$ cat config.mk
export PLATFORM = sky130hd
export DESIGN_NAME = aes_blk_ctrl
export DESIGN_NICKNAME = d
export VERILOG_FILES = /design/src/rtl/aes_pkg.sv /design/src/rtl/flex_timer.sv /design/src/rtl/aes_blk_ctrl.sv
export SDC_FILE = /design/constraint.sdc
export NUM_CORES = 1
export LEC_CHECK = 0
export ABC_CLOCK_PERIOD_IN_PS = 2400
export CAP_MARGIN = 20
export CORE_MARGIN = 1.5
export CORE_UTILIZATION = 53
export DETAILED_ROUTE_END_ITERATION = 10
export PLACE_DENSITY = 0.88
export SLEW_MARGIN = 20
export SYNTH_ARGS = -nofsm -noshare
export SYNTH_HDL_FRONTEND = slang
export SYNTH_SLANG_ARGS = --single-unit
export TNS_END_PERCENT = 50
$ cat constraint.sdc
create_clock -name clk -period 2.4 [get_ports clk]
set_clock_uncertainty 0.2 [all_clocks]
set_input_delay 0.72 -clock clk [delete_from_list [all_inputs] [get_ports clk]]
set_output_delay 0.72 -clock clk [all_outputs]
set_load 0.02 [all_outputs]
$ cat src/rtl/aes_pkg.sv
// aes_pkg: shared AES datapath widths and block-controller state encoding
package aes_pkg;
  localparam int AES_BLK_W  = 128;
  localparam int AES_WORD_W = 32;
  typedef enum logic [2:0] {
    IDLE      = 3'd0,
    FETCH     = 3'd1,
    START     = 3'd2,
    WAIT_CORE = 3'd3,
    WRITE     = 3'd4,
    ERROR     = 3'd5
  } ctrl_state_t;
endpackage

$ cat src/rtl/flex_timer.sv
// flex_timer: up-counter with sync clear, enable and a terminal-count flag at MAX
module flex_timer #(
  parameter int W   = 16,
  parameter int MAX = 63
) (
  input  logic clk,
  input  logic n_rst,
  input  logic clr_i,
  input  logic en_i,
  output logic tc_o
);
  logic [W-1:0] cnt_q, cnt_d;
  // clear dominates enable so a restart never sees a stale count
  always_comb cnt_d = clr_i ? '0 : en_i ? cnt_q + W'(1) : cnt_q;
  // count register
  always_ff @(posedge clk or negedge n_rst)
    if (!n_rst) cnt_q <= '0;
    else        cnt_q <= cnt_d;
  assign tc_o = cnt_q == W'(MAX);
endmodule

$ cat src/rtl/aes_blk_ctrl.sv
// aes_blk_ctrl: sequences one AES block from input FIFO through the core into the output FIFO
module aes_blk_ctrl
  import aes_pkg::*;
#(
  parameter int TIMEOUT_CYCLES = 64,
  parameter int CNT_W          = 16
) (
  input  logic             clk,
  input  logic             n_rst,
  input  logic             key_ready,
  input  logic             mode_in,
  input  logic             in_fifo_full,
  input  logic             in_fifo_empty,
  input  logic             aes_done,
  input  logic             out_fifo_empty,
  input  logic             clear_err,
  output logic             in_read_en,
  output logic             aes_start,
  output logic             aes_mode,
  output logic             out_write_en,
  output logic             busy,
  output logic             err,
  output logic [CNT_W-1:0] blk_count
);
  ctrl_state_t      state_q, state_d;
  logic             tmo;
  logic             wr_fire;
  logic             rd_q, start_q, mode_q, wr_q, busy_q, err_q;
  logic [CNT_W-1:0] cnt_q;

  // 16 bits covers the largest legal timeout; the counter is cleared in START
  flex_timer #(.W(16), .MAX(TIMEOUT_CYCLES - 1)) u_timer (
    .clk   (clk),
    .n_rst (n_rst),
    .clr_i (state_q == START),
    .en_i  (state_q == WAIT_CORE),
    .tc_o  (tmo)
  );

  assign wr_fire = state_q == WRITE && out_fifo_empty;

  // next-state: done beats timeout, unused encodings recover to IDLE
  always_comb begin
    state_d = state_q;
    case (state_q)
      IDLE:      state_d = in_fifo_full && key_ready ? FETCH : IDLE;
      FETCH:     state_d = in_fifo_empty ? START : FETCH;
      START:     state_d = WAIT_CORE;
      WAIT_CORE: state_d = aes_done ? WRITE : tmo ? ERROR : WAIT_CORE;
      WRITE:     state_d = out_fifo_empty ? IDLE : WRITE;
      ERROR:     state_d = clear_err ? IDLE : ERROR;
      default:   state_d = IDLE;
    endcase
  end

  // state plus outputs registered from the next state so they line up with it
  always_ff @(posedge clk or negedge n_rst)
    if (!n_rst) begin
      state_q <= IDLE;
      rd_q    <= 1'b0;
      start_q <= 1'b0;
      mode_q  <= 1'b0;
      wr_q    <= 1'b0;
      busy_q  <= 1'b0;
      err_q   <= 1'b0;
      cnt_q   <= '0;
    end else begin
      state_q <= state_d;
      rd_q    <= state_d == FETCH;
      start_q <= state_d == START;
      wr_q    <= wr_fire;
      busy_q  <= state_d inside {FETCH, START, WAIT_CORE, WRITE};
      err_q   <= state_d == ERROR;
      if (state_q == IDLE && state_d == FETCH) mode_q <= mode_in;
      if (wr_fire) cnt_q <= cnt_q + CNT_W'(1);
    end

  assign in_read_en   = rd_q;
  assign aes_start    = start_q;
  assign aes_mode     = mode_q;
  assign out_write_en = wr_q;
  assign busy         = busy_q;
  assign err          = err_q;
  assign blk_count    = cnt_q;
endmodule

# After elaboration in Yosys (flattened, before gate mapping)
# Index checks and enable logic that the tools add are counted.
word_totals:
  ff_bits: 41
classes:
  addsub: 2
  n_eq_ne: 11
  muxes: 9
  reduce_logical: 6
ops:
  columns: ["cell", "count"]
  rows:
  - ["adder 16 x 1 -> 16 bit (second input constant)", 2]
  - ["2-to-1 mux 16 bit", 2]
  - ["case mux 3 bit (6 select lines)", 1]
  - ["equality test 16 x 6 -> 1 bit (second input constant)", 1]
  - ["equality test 3 x 2 -> 1 bit (second input constant)", 4]
  - ["equality test 3 bit (second input constant)", 4]
  - ["2-to-1 mux 3 bit", 4]
  - ["equality test 3 x 1 -> 1 bit (second input constant)", 2]
  - ["nonzero test 4 bit", 1]
  - ["logical AND 1 bit", 3]
  - ["logical NOT 3 bit", 1]
  - ["2-to-1 mux 2 bit", 1]
  - ["nonzero test 2 bit", 1]
  - ["2-to-1 mux 1 bit", 1]

# Longest topological paths before layout
logic_depth:
  word_depth: 6
  ltp_mapped: 6
  ltp_nobuf: 5

# Hierarchy
# A second synthesis with hierarchy kept.
hier_totals:
  hier_cells: 185
  area_unflattened_um2: 2063.2
modules_own_cells:
  columns: ["mod", "instances", "cells_each", "area_per_inst_um2", "seq_area_each_um2"]
  rows:
  - ["aes_blk_ctrl", 1, 98, 1176.1, 625.6]
  - ["flex_timer", 1, 87, 887.1, 400.4]

# Worst setup path after synthesis
# Ideal clock, no wire load.
synth_timing:
  path_type: "input port to flip-flop"
  startpoint: "input out_fifo_empty"
  endpoint: "register cnt_q[15] (netlist: blk_count[15])"
  setup_time_ps: 128
  t_arrival_ps: 1554
  required_time_ps: 2072
  slack_ps: 517
  stages: 4
  n_path_buf: 0
  cell_sequence: "nand4bb_4 -> nor4_1 -> nand4_1 -> xnor2_1"
synth_between:
  elab_chain_cells: 1
synth_lines:
  columns: ["element", "line", "rtl"]
  rows:
  - ["start: declaration", "aes_blk_ctrl.sv:15", "input logic out_fifo_empty,"]
  - ["logical AND 1 bit", "aes_blk_ctrl.sv:40", "assign wr_fire = state_q == WRITE && out_fifo_empty;"]
  - ["end signal: assignment", "aes_blk_ctrl.sv:75", "if (wr_fire) cnt_q <= cnt_q + CNT_W'(1);"]
  - ["end: declaration", "aes_blk_ctrl.sv:29", "logic [CNT_W-1:0] cnt_q;"]
# Every way passes these cells.
# A chain may end at the register's enable or synchronous reset.

# Final worst setup path
layout_timing:
  startpoint: "register cnt_q[5] (netlist: blk_count[5])"
  endpoint: "output blk_count[5]"
layout_rtl:
  columns: ["element", "line", "rtl"]
  rows:
  - ["end: declaration", "aes_blk_ctrl.sv:23", "output logic [CNT_W-1:0] blk_count"]
# No word-level cell between the ends.

==> metrics.md <==
| Metric | Value |
|---|---|
| Post-synth top cells | `41 x dfrtp_1, 20 x nand2_1, 14 x nor2_1, 12 x nand3_1` |
| P_leak | `1.093 nW` |
| Setup TNS | `0 ps` |
| EDFF count, synth | `0` |
| I/O Buffers | `30` |
| Cell count after synthesis | `186` |
| WP buf/inv | `1` |
| Final setup violation count | `0` |
| CTS root buffer | `clkbuf_8` |
| Post-CTS setup buffers | `0` |
| Slowest cell on crit path | `clkdlybuf4s50_1` |
| Total Wirelength | `~3.9 mm` |
| Mapped Nets | `a little under 200` |
| Fmax | `approximately 430 MHz` |
| Main flop type after synthesis | `dfrtp_1` |
| Drt via density | `5.602` |
| Worst path required time | `1480 ps` |
| Mean Syn Cell Area | `approximately 11 µm²` |
| Worst Path Class, Setup | `flop to output port` |
| Worst reg-to-reg setup slack | `370 ps` |
| Share of synthesized flip-flops with an asynchronous set or reset | `1.000` |
| Critical Path, Cell by Cell | `clkdlybuf4s50_1` |
| CP delay by family, top | `buffers and inverters` |
| Most numerous cell in the Yosys netlist | `dfrtp_1` |
| CORE AREA | `3442 µm²` |
| DR vias | `1535` |
| # diodes | `0` |
| Full die area | `4063 µm²` |
| Num ports | `31` |
| Initial antenna violation count | `0` |
| Count of different cell masters after synthesis | `40` |
| Fill cells | `252` |
| Max Root-Sink Buffers | `2` |
| Vias in the first global route | `1502` |
| Slew @ Worst Pin | `610.9 ps` |
| Layout cells sized above 1 | `0.1096` |
| Design Power | `1.947 mW` |
| Cell Rows | `21` |
| Fin Hold WS | `about 230 ps` |
| Post-synth top area share | `0.5246` |
| Post-DP HPWL | `2.829 mm` |
| Syn. warnings | `0` |
| Seq cells post-synth | `41` |
| Worst Path Max Fanout | `6` |
| Starting Density | `0.5682` |
| Post-layout min period | `2328 ps` |
| Hold Crit Class | `primary input to asynchronous set/reset pin` |
| Grt ovf | `0` |
| Critical path endpoint category | `output port` |
| Number of H-tree levels | `2` |
| Depth of the most critical reg-to-reg path | `5` |
| First-pass GRT wire length | `a little under 7 mm` |
| Final hold vios | `0` |
| CTS resizes | `0` |
| CTS Sinks | `a little over 40` |
| Die W | `63.75 µm` |
| Synth Cell Area | `1956 µm²` |
| Die Ht | `63.75 µm` |
| Sequential share of the synthesized area | `0.5246` |
| Final routed DRC violation total | `0` |
| Crit start category | `flop` |
| TritonCTS buffer count | `5` |
| Final Max Slew Viols | `0` |
| 1st-pass router iterations | `4` |
| RSZ-0062 raised after global routing | `false` |
| PD cells | `797.2 nW/µm²` |
| FF-to-FF Start | `u_timer.cnt_q[0]` |
| # nets final | `238` |
| Post-DRT Antenna Nets | `0` |
| Routability Congestion | `0.8043` |
| Clock-pin transition on the worst setup and hold timing paths | `80 ps` |
| Crit Reg-Reg Endpoint | `u_timer.cnt_q[12]` |
| Area delta synth->final | `24.89%` |
| Slew margin rel. | `0.5927` |
| Hold-fix buffers, CTS | `0` |
| Max incr delay on CP | `650 ps` |
| Max_cap viols | `0` |
| PnR worst setup slack | `around 72 ps` |
| Largest net degree at the start of global routing | `30` |
| WL/cell | `14.18 µm` |
| Final worst path period share | `0.9702` |
| Status | `finished clean` |
| CTS tree | `done` |
| Worst VDD drop | `about 540 µV` |
| Arrival @ worst endpoint | `1410 ps` |
| Synth area leaders | `dfrtp_1 52%, xnor2_1 4.9%, xor2_1 4.9%, nand2_1 3.8%, nand3_1 3.1%` |
| Dpl ws | `-10.92 ps` |
| Number of DRC markers in iteration 0 | `60` |
| GR Util All Layers | `0.2220` |
| Worst-Skew Late Latency | `around 300 ps` |
| Largest area contributor in the netlist | `dfrtp_1` |
[flip-flops by register name, indices dropped and copies added, names as in the netlist]
| signal | flops |
|---|---|
| busy | 1 |
| blk_count | 16 |
| aes_mode | 1 |
| aes_start | 1 |
| err | 1 |
| state_q | 3 |
| u_timer.cnt_q | 16 |
| out_write_en | 1 |
| in_read_en | 1 |
[power by group]
group          total (mW)  internal [mW]  switching [mW]
sequential          0.915          0.787           0.129
clock               0.468          0.233           0.235
combinational       0.564          0.269           0.295
[placed cells by master, fill, tap and decap left out, types with 2 or more instances in the layout]
| master | count |
|---|---|
| xnor2_1 | 11 |
| inv_1 | 5 |
| and2_1 | 2 |
| ha_1 | 2 |
| dfrtp_1 | 41 |
| a21oi_1 | 7 |
| nor2b_1 | 2 |
| nor3b_1 | 3 |
| and3_1 | 3 |
| o21ai_0 | 10 |
| and3b_1 | 2 |
| o31ai_1 | 2 |
| xor2_1 | 11 |
| clkbuf_8 | 6 |
| buf_4 | 7 |
| clkdlybuf4s50_1 | 29 |
| nor4_1 | 2 |
| and4_1 | 3 |
| nand2_1 | 20 |
| nor2_1 | 14 |
| nand4_1 | 7 |
| or3_1 | 6 |
| nand3_1 | 12 |
[metal layers]
layer	share of wire	track usage	wire [µm]
met5	0	0	0
met4	0.030	0.1223	118
met3	0.037	0.06338	142
met2	0.48	0.3474	1882
met1	0.45	0.2780	1741
[logic make-up after synthesis]
family / after synthesis / share of synthesized area
compound gates: 23 / 0.06718
xor+xnor: 22 / 0.09853
fa+ha+maj: 2 / 0.01279
buf+inv: 8 / 0.01728
flops: 41 / 0.5246
mux: 1 / 0.005758
simple gates: 89 / 0.2738
[area by class of cell]
class,count,area (µm²),area share
Clock inverter,2,13.76,0.005635
Multi-Input combinational cell,137,895.9,0.3668
Sequential cell,41,1026,0.4201
Tap cell,46,57.56,0.02357
Timing Repair Buffer,37,347.8,0.1424
Clock buffer,6,82.58,0.03381
Inverter,5,18.77,0.007684
[worst max-delay path by stage]
stage | from | to | slack [ps] | cells after the start
final | blk_count[5] | blk_count[5] | 70 | 1
after global routing | blk_count[5] | blk_count[5] | 5 | 1
after CTS | blk_count[5] | blk_count[5] | 50 | 1
after detailed placement | out_fifo_empty | blk_count[14] | -10 | 7
after global placement | out_fifo_empty | blk_count[15] | 2 | 6
after floorplan | out_fifo_empty | blk_count[15] | 520 | 4
[through the flow]
step	std cells	utilization	area [µm²]
6_report	274	0.7096	2442
4_1_cts	274	0.7096	2442
3_5_place_dp	266	0.6816	2346
3_3_place_gp	266	0.6816	2346
2_1_floorplan	186	-	1956
5_1_grt	274	0.7096	2442
Power figures use the tool's default switching activity.
